`src/rtl/interp_tap_seq.sv`:
```
// rtl/interp_tap_seq.sv - HEVC interpolation tap sequencer feeding a signed MAC.
// One job = clear, then N sample x coefficient taps, then a 1-cycle result flag.
module interp_tap_seq #(
  parameter int SAMPLE_BITS = 16,
  parameter int A_BITS      = 16,
  parameter int B_BITS      = 8,
  parameter int TAG_BITS    = 8
) (
  input  logic                     clk,
  input  logic                     rst,
  input  logic                     in_valid,
  output logic                     in_ready,
  input  logic [8*SAMPLE_BITS-1:0] in_samples,
  input  logic [2:0]               in_frac,
  input  logic                     in_chroma,
  input  logic [TAG_BITS-1:0]      in_tag,
  output logic                     mac_rst,
  output logic                     mac_en,
  output logic [A_BITS-1:0]        mac_a,
  output logic [B_BITS-1:0]        mac_b,
  output logic                     res_valid,
  output logic [TAG_BITS-1:0]      res_tag,
  output logic                     busy
);

  typedef enum logic [1:0] {IDLE, CLR, TAP, DONE} state_t;

  localparam logic signed [7:0] LUMA [4][8] = '{
    '{ 8'sd0,  8'sd0,   8'sd0,  8'sd64,  8'sd0,   8'sd0,  8'sd0,  8'sd0},
    '{-8'sd1,  8'sd4, -8'sd10,  8'sd58,  8'sd17, -8'sd5,  8'sd1,  8'sd0},
    '{-8'sd1,  8'sd4, -8'sd11,  8'sd40,  8'sd40, -8'sd11, 8'sd4, -8'sd1},
    '{ 8'sd0,  8'sd1,  -8'sd5,  8'sd17,  8'sd58, -8'sd10, 8'sd4, -8'sd1}
  };

  localparam logic signed [7:0] CHROMA [8][4] = '{
    '{ 8'sd0, 8'sd64,  8'sd0,  8'sd0},
    '{-8'sd2, 8'sd58, 8'sd10, -8'sd2},
    '{-8'sd4, 8'sd54, 8'sd16, -8'sd2},
    '{-8'sd6, 8'sd46, 8'sd28, -8'sd4},
    '{-8'sd4, 8'sd36, 8'sd36, -8'sd4},
    '{-8'sd4, 8'sd28, 8'sd46, -8'sd6},
    '{-8'sd2, 8'sd16, 8'sd54, -8'sd4},
    '{-8'sd2, 8'sd10, 8'sd58, -8'sd2}
  };

  state_t                     state, state_next;
  logic [2:0]                 k, k_next;
  logic [8*SAMPLE_BITS-1:0]   samples;
  logic [2:0]                 frac;
  logic                       chroma;
  logic [TAG_BITS-1:0]        tag;
  logic                       accept;
  logic [2:0]                 last_k;
  logic signed [SAMPLE_BITS-1:0] sample_sel;
  logic signed [7:0]          coef_sel;

  assign accept     = in_valid & in_ready;
  assign last_k     = chroma ? 3'd3 : 3'd7;
  assign sample_sel = samples[k*SAMPLE_BITS +: SAMPLE_BITS];
  // Luma only has four filters, so frac[2] never reaches the luma ROM index.
  assign coef_sel   = chroma ? CHROMA[frac][k[1:0]] : LUMA[frac[1:0]][k];

  always_ff @(posedge clk) begin
    if (rst) begin
      state   <= IDLE;
      k       <= 3'd0;
      samples <= '0;
      frac    <= 3'd0;
      chroma  <= 1'b0;
      tag     <= '0;
    end else begin
      state <= state_next;
      k     <= k_next;
      if (accept) begin
        samples <= in_samples;
        frac    <= in_frac;
        chroma  <= in_chroma;
        tag     <= in_tag;
      end
    end
  end

  always_comb begin
    state_next = state;
    k_next     = k;
    in_ready   = 1'b0;
    mac_rst    = 1'b0;
    mac_en     = 1'b0;
    mac_a      = '0;
    mac_b      = '0;
    res_valid  = 1'b0;
    res_tag    = '0;
    busy       = 1'b0;
    if (rst) begin
      mac_rst = 1'b1;
    end else begin
      busy = (state != IDLE);
      case (state)
        IDLE: begin
          in_ready = 1'b1;
          if (in_valid) state_next = CLR;
        end
        CLR: begin
          mac_rst    = 1'b1;
          state_next = TAP;
          k_next     = 3'd0;
        end
        TAP: begin
          mac_en = 1'b1;
          mac_a  = A_BITS'(sample_sel);
          mac_b  = B_BITS'(coef_sel);
          k_next = k + 3'd1;
          if (k == last_k) begin
            state_next = DONE;
            k_next     = 3'd0;
          end
        end
        DONE: begin
          res_valid  = 1'b1;
          res_tag    = tag;
          in_ready   = 1'b1;
          state_next = in_valid ? CLR : IDLE;
        end
        default: state_next = IDLE;
      endcase
    end
  end

endmodule

```
`config.mk`:
```
export PLATFORM = sky130hd
export DESIGN_NAME = interp_tap_seq
export DESIGN_NICKNAME = d
export VERILOG_FILES = /design/src/rtl/interp_tap_seq.sv
export SDC_FILE = /design/constraint.sdc
export NUM_CORES = 1
export LEC_CHECK = 0
export CORE_MARGIN = 3
export CORE_UTILIZATION = 35
export DETAILED_ROUTE_END_ITERATION = 10
export PLACE_DENSITY = 0.58
export SYNTH_ARGS = -nofsm -noshare
export SYNTH_HDL_FRONTEND = slang
export SYNTH_SLANG_ARGS = --single-unit
```
`constraint.sdc`:
```
create_clock -name clk -period 4.2 [get_ports clk]
set_clock_uncertainty 0.1 [all_clocks]
set_input_delay 1.26 -clock clk [delete_from_list [all_inputs] [get_ports clk]]
set_output_delay 1.26 -clock clk [all_outputs]
set_load 0.01 [all_outputs]
```
# Word level (Yosys, flattened, before mapping)
# Memory sizes are Yosys's and may differ from the RTL's.
# Index checks and enable logic that the tools add are counted.
# W data, S select, Z words.
# word_totals
reg_bits	145
out_inout_bits	37
inputBits	143
mem_bits_rw	0
latch_bits	0
mem_bits_ro	256
mem_count	1
# op_classes
n_mux	34
n_shift	1
n_lt_le_gt_ge	4
n_addsub	1
bitwise_logic	5
div	0
reduce_logical	5
eq_ne	6
multipliers	0
# memory_table
name	words	width	read_ports	rd_ports_with_merged_regs	write_ports	line	source
(no name shown)	8	32	1	0	0	61	assign coef_sel = chroma ? CHROMA[frac][k[1:0]] : LUMA[frac[1:0]][k];
# ops
operator	count
$bmux W64 S2	1
$mux W64	2
$shiftx A128 B8 Y16	1
$mux W8	9
$mux W32	2
$mux W16	2
$bmux W8 S3	1
$bmux W8 S2	1
$mux W1	10
$ge A4 B4 Y1 const B	2
$not A3 Y4	2
$pmux W2 S4	1
$ge A3 B3 Y1 const B	2
$mux W3	2
$not A2 Y3	2
$pmux W3 S2	1
$eq A2 B2 Y1 const B	2
$mux W2	2
$ne A2 B2 Y1 const B	2
$reduce_bool A2 Y1	2
$add A3 B1 Y3 const B	1
$eq A3 B3 Y1	1
$eq A2 B1 Y1 const B	1
$logic_not A2 Y1	1
3 further kinds	3

# Logic depth before layout (Yosys ltp)
# logic_depth
word_depth	10
depth_mapped	10

# Least setup slack after synthesis
# No wires, ideal clock.
# synth_path
kind	input port to output port
start	input port rst
end	output port mac_b[3]
required_ns	2.840
arrival_ns	1.981
stages	3
path_buffers	1
path_slack_ns	0.859
cell_sequence	nand2b_1 > clkbuf_1 > nor3b_1
# synth_between
elab_chain_cells	1
# synth_rtl
element	line	source
start: declaration	10	input logic rst,
$mux W8	94	if (rst) begin
end: declaration	20	output logic [B_BITS-1:0] mac_b,
# Every way passes these cells.

# Worst setup path in the final report
# Ends and elaborated chain as after synthesis.

==> metrics.txt <==
outcome=finished clean; CP Launch Type=input port; DR vias/cell=4.79; Avg Inst Size Synth=8.55 um2; hold_buf cts=0; dpl cells=1252; fmax=249 MHz; DP HPWL=14300 um; final worst slack=183 ps; final hold violation count=0; Distinct cells, synth=49; worst slack, placed=191 ps; fin nets=1156; core area=20400 um2; reg-to-reg startpoint=state[0]$_SDFFE_PP0P_; synthesized area=7290 um2; crit-path most repeated cell=buf_4; Layout fillers=1983; maximum clock path buffer count=2; H-tree depth=4; die area=22600 um2; Die Wd=150 um; ANT nets after route=0; post-synthesis cell count=852; CP Data Arrival Time=2660 ps; total CTS buffers=17; Rel. slew slack=46.5%; CP Class=input port to output pin; largest net degree at the start of global routing=103; fraction of registers with async set/reset=0%; number of synthesized register bits=145; ANT cells=0; R2R depth=7; vias in the first global route=6071; Yosys warning count=0; row count=52; RD Place Congestion=0.863; Setup violations, final=0; top cell family by delay on the critical path=buffers and inverters; fin crit share=95.7%; Buf/Inv on CP=3; hold slack=363 ps; ys flop type=dfxtp_1; Data required, critical path=2840 ps; layout cell share with drive strength beyond 1=9.86%; antenna violations before repair=0; first-pass GRT wire length=32200 um; Area Overhead vs Synth=35.4%; HP Class=register to register; DRC=0; setup bufs post-CTS=0; worst skew pair latency=410 ps; min-delay src=samples[67]$_SDFFE_PP0P_; CTS Root Cell=clkbuf_16; cell leakage power=3.46 nW; final std cells w/o fill=1284; IO Count=180; CTS tree=done; FF-to-FF End=samples[49]$_SDFFE_PP0P_; peak supply drop=0.215 mV; syn_nets=1007; R2R setup slack=1740 ps; total gr overflow=0; routed wire length per instance=15.8 um; gr usage total=18.2%; Die Span Y=150 um; initial DRC count=318; Max-cap violations=0; slowest CP cell=clkdlybuf4s50_1; 1st-pass router iterations=5; CTS clock-pin slew for the worst setup and hold paths=60 ps; Least-Margin Pin Slew=802 ps; Power Dens Cells=490 nW/um2; setup tns final=0 ps; final-report max-slew violation count=0; IO buf count=179; multi-input logic area=3930 um2; Hold Path Sink=samples[67]$_SDFFE_PP0P_; minimum clock period=4020 ps; worst hold path depth=2; overall power=0.00483 W; Post-synth EDFFs=0; register area share after synthesis=39.8%; crit-path cells=buf_4 > nand2b_1 > buf_4 > nor3b_1 > clkdlybuf4s50_1; crit path max fanout=20; final wirelength=20300 um; crit end category=output pin; Crit path largest cell delay=570 ps; Initial Utilization=35.8%; FF+latch area=2910 um2; RSZ-0062 raised after global routing=false; via total after detailed routing=6149; clock sink count=145
[power by group]
part / internal (W) / total (W) / switching (W)
combinational: 0.000674 / 0.00138 / 0.000710
sequential: 0.00172 / 0.00192 / 0.000203
clock: 0.000848 / 0.00152 / 0.000675
total: 0.00324 / 0.00483 / 0.00159
[worst max path at each step]
| stage | from | to | slack (ps) | depth (start not counted) |
|---|---|---|---|---|
| after global placement | rst | mac_b[3] | 230 | 5 |
| after CTS | k[1]$_SDFFE_PP0P_ | mac_b[0] | 110 | 6 |
| after detailed placement | rst | mac_b[0] | 190 | 5 |
| after floorplan | rst | mac_b[3] | 860 | 3 |
| final | rst | mac_b[3] | 180 | 5 |
| after global routing | frac[1]$_SDFFE_PP0P_ | mac_b[1] | 50 | 7 |
[layout by cell type (no fill, tap or decap), types with 2 or more instances in the layout]
master           Yosys  routed
nand3b_1             3       3
nand3_1              5       5
a31oi_1              2       2
clkdlybuf4s50_1      0     178
o21ai_1            100     100
clkbuf_16            0      17
a211oi_1             4       4
dfxtp_1            145     143
nand2b_1           146     146
mux2i_1              5       5
inv_1                8       8
dfxtp_4              0       2
buf_12               0       7
nor2b_1              8       8
mux4_2              33      33
ha_1                12      11
xor2_1               2       2
clkinv_4             0       4
inv_8                0       6
o21ai_0             52      52
xnor2_1              2       2
a221oi_2             2       2
o31ai_1              4       4
o21a_1               2       2
a21oi_1             26      26
nand2_1            178     178
nor3_1               2       2
nor2_1               9       9
buf_4                6      17
and2_1               9       8
[what timing repair did]
item / in CTS / in global routing
endpoints found under the setup margin: 0 / 3
gates resized for setup: 0 / 2
hold endpoints to repair: 0 / 0
[area by class of cell]
class / count / area share (%)
Clock inverter: 15 / 1.73
Sequential cell: 145 / 29.5
Multi-Input combinational cell: 625 / 39.9
Inverter: 10 / 0.381
Timing Repair Buffer: 202 / 20.8
Clock buffer: 17 / 4.31
Tap cell: 270 / 3.42
[synthesized netlist by cell type, types with 2 or more instances]
| cell | count | share of area [%] |
|---|---|---|
| nand3b_1 | 3 | 0.31 |
| a31oi_1 | 2 | 0.17 |
| o21a_1 | 2 | 0.21 |
| mux4_2 | 33 | 10 |
| nand2b_1 | 146 | 13 |
| nand2_1 | 178 | 9.2 |
| inv_1 | 8 | 0.41 |
| and2_1 | 9 | 0.77 |
| buf_4 | 6 | 0.62 |
| mux2i_1 | 5 | 0.69 |
| o21ai_0 | 52 | 3.6 |
| dfxtp_1 | 145 | 40 |
| nand3_1 | 5 | 0.34 |
| nor3_1 | 2 | 0.14 |
| o31ai_1 | 4 | 0.41 |
| o21ai_1 | 100 | 6.9 |
| a221oi_2 | 2 | 0.41 |
| nor2b_1 | 8 | 0.69 |
| clkbuf_1 | 37 | 1.9 |
| nor2_1 | 9 | 0.46 |
| xor2_1 | 2 | 0.24 |
| buf_2 | 14 | 0.96 |
| a21oi_1 | 26 | 1.8 |
| ha_1 | 12 | 2.1 |
| buf_6 | 14 | 2.2 |
| a211oi_1 | 4 | 0.41 |
| xnor2_1 | 2 | 0.24 |
[metal layers]
| layer | vias to the layer above | GRT usage [%] | wire length, um |
|---|---|---|---|
| met5 | - | 0 | 0 |
| met4 | 0 | 4.99 | 220 |
| met3 | 18 | 4.33 | 1010 |
| met2 | 140 | 29.8 | 9710 |
| met1 | 2815 | 24.1 | 9410 |
| li1 | 3176 | - | - |
[registers in the layout, summed over array words and instances (netlist names)]
register / count
samples: 128
state: 2
k: 3
chroma: 1
tag: 8
frac: 3
[per-stage QoR]
stage / util [%] / cell area [um2]
2_1_floorplan: - / 7290
3_3_place_gp: 45.5 / 9260
3_5_place_dp: 45.5 / 9260
4_1_cts: 48.4 / 9860
5_1_grt: 48.4 / 9860
6_report: 48.4 / 9860
[worst reg2reg max path: cells and delay by family (launching register included)]
| kind | cells | cell delay, ps |
|---|---|---|
| buffers and inverters | 2 | 510 |
| adder cells (fa/ha/maj) | 1 | 440 |
| AO/OA/AOI/OAI | 1 | 90 |
| AND/OR/NAND/NOR | 3 | 880 |
| flip-flops | 1 | 390 |
[kinds of logic after synthesis]
kind of cell	count (synthesis)	synth area share (%)
XOR/XNOR	4	0.481
buffers and inverters	82	6.23
flip-flops	145	39.8
AO/OA/AOI/OAI	205	15.4
adder cells (fa/ha/maj)	12	2.06
multiplexers	39	11.0
AND/OR/NAND/NOR	365	24.9
Power figures use the tool's default switching activity.
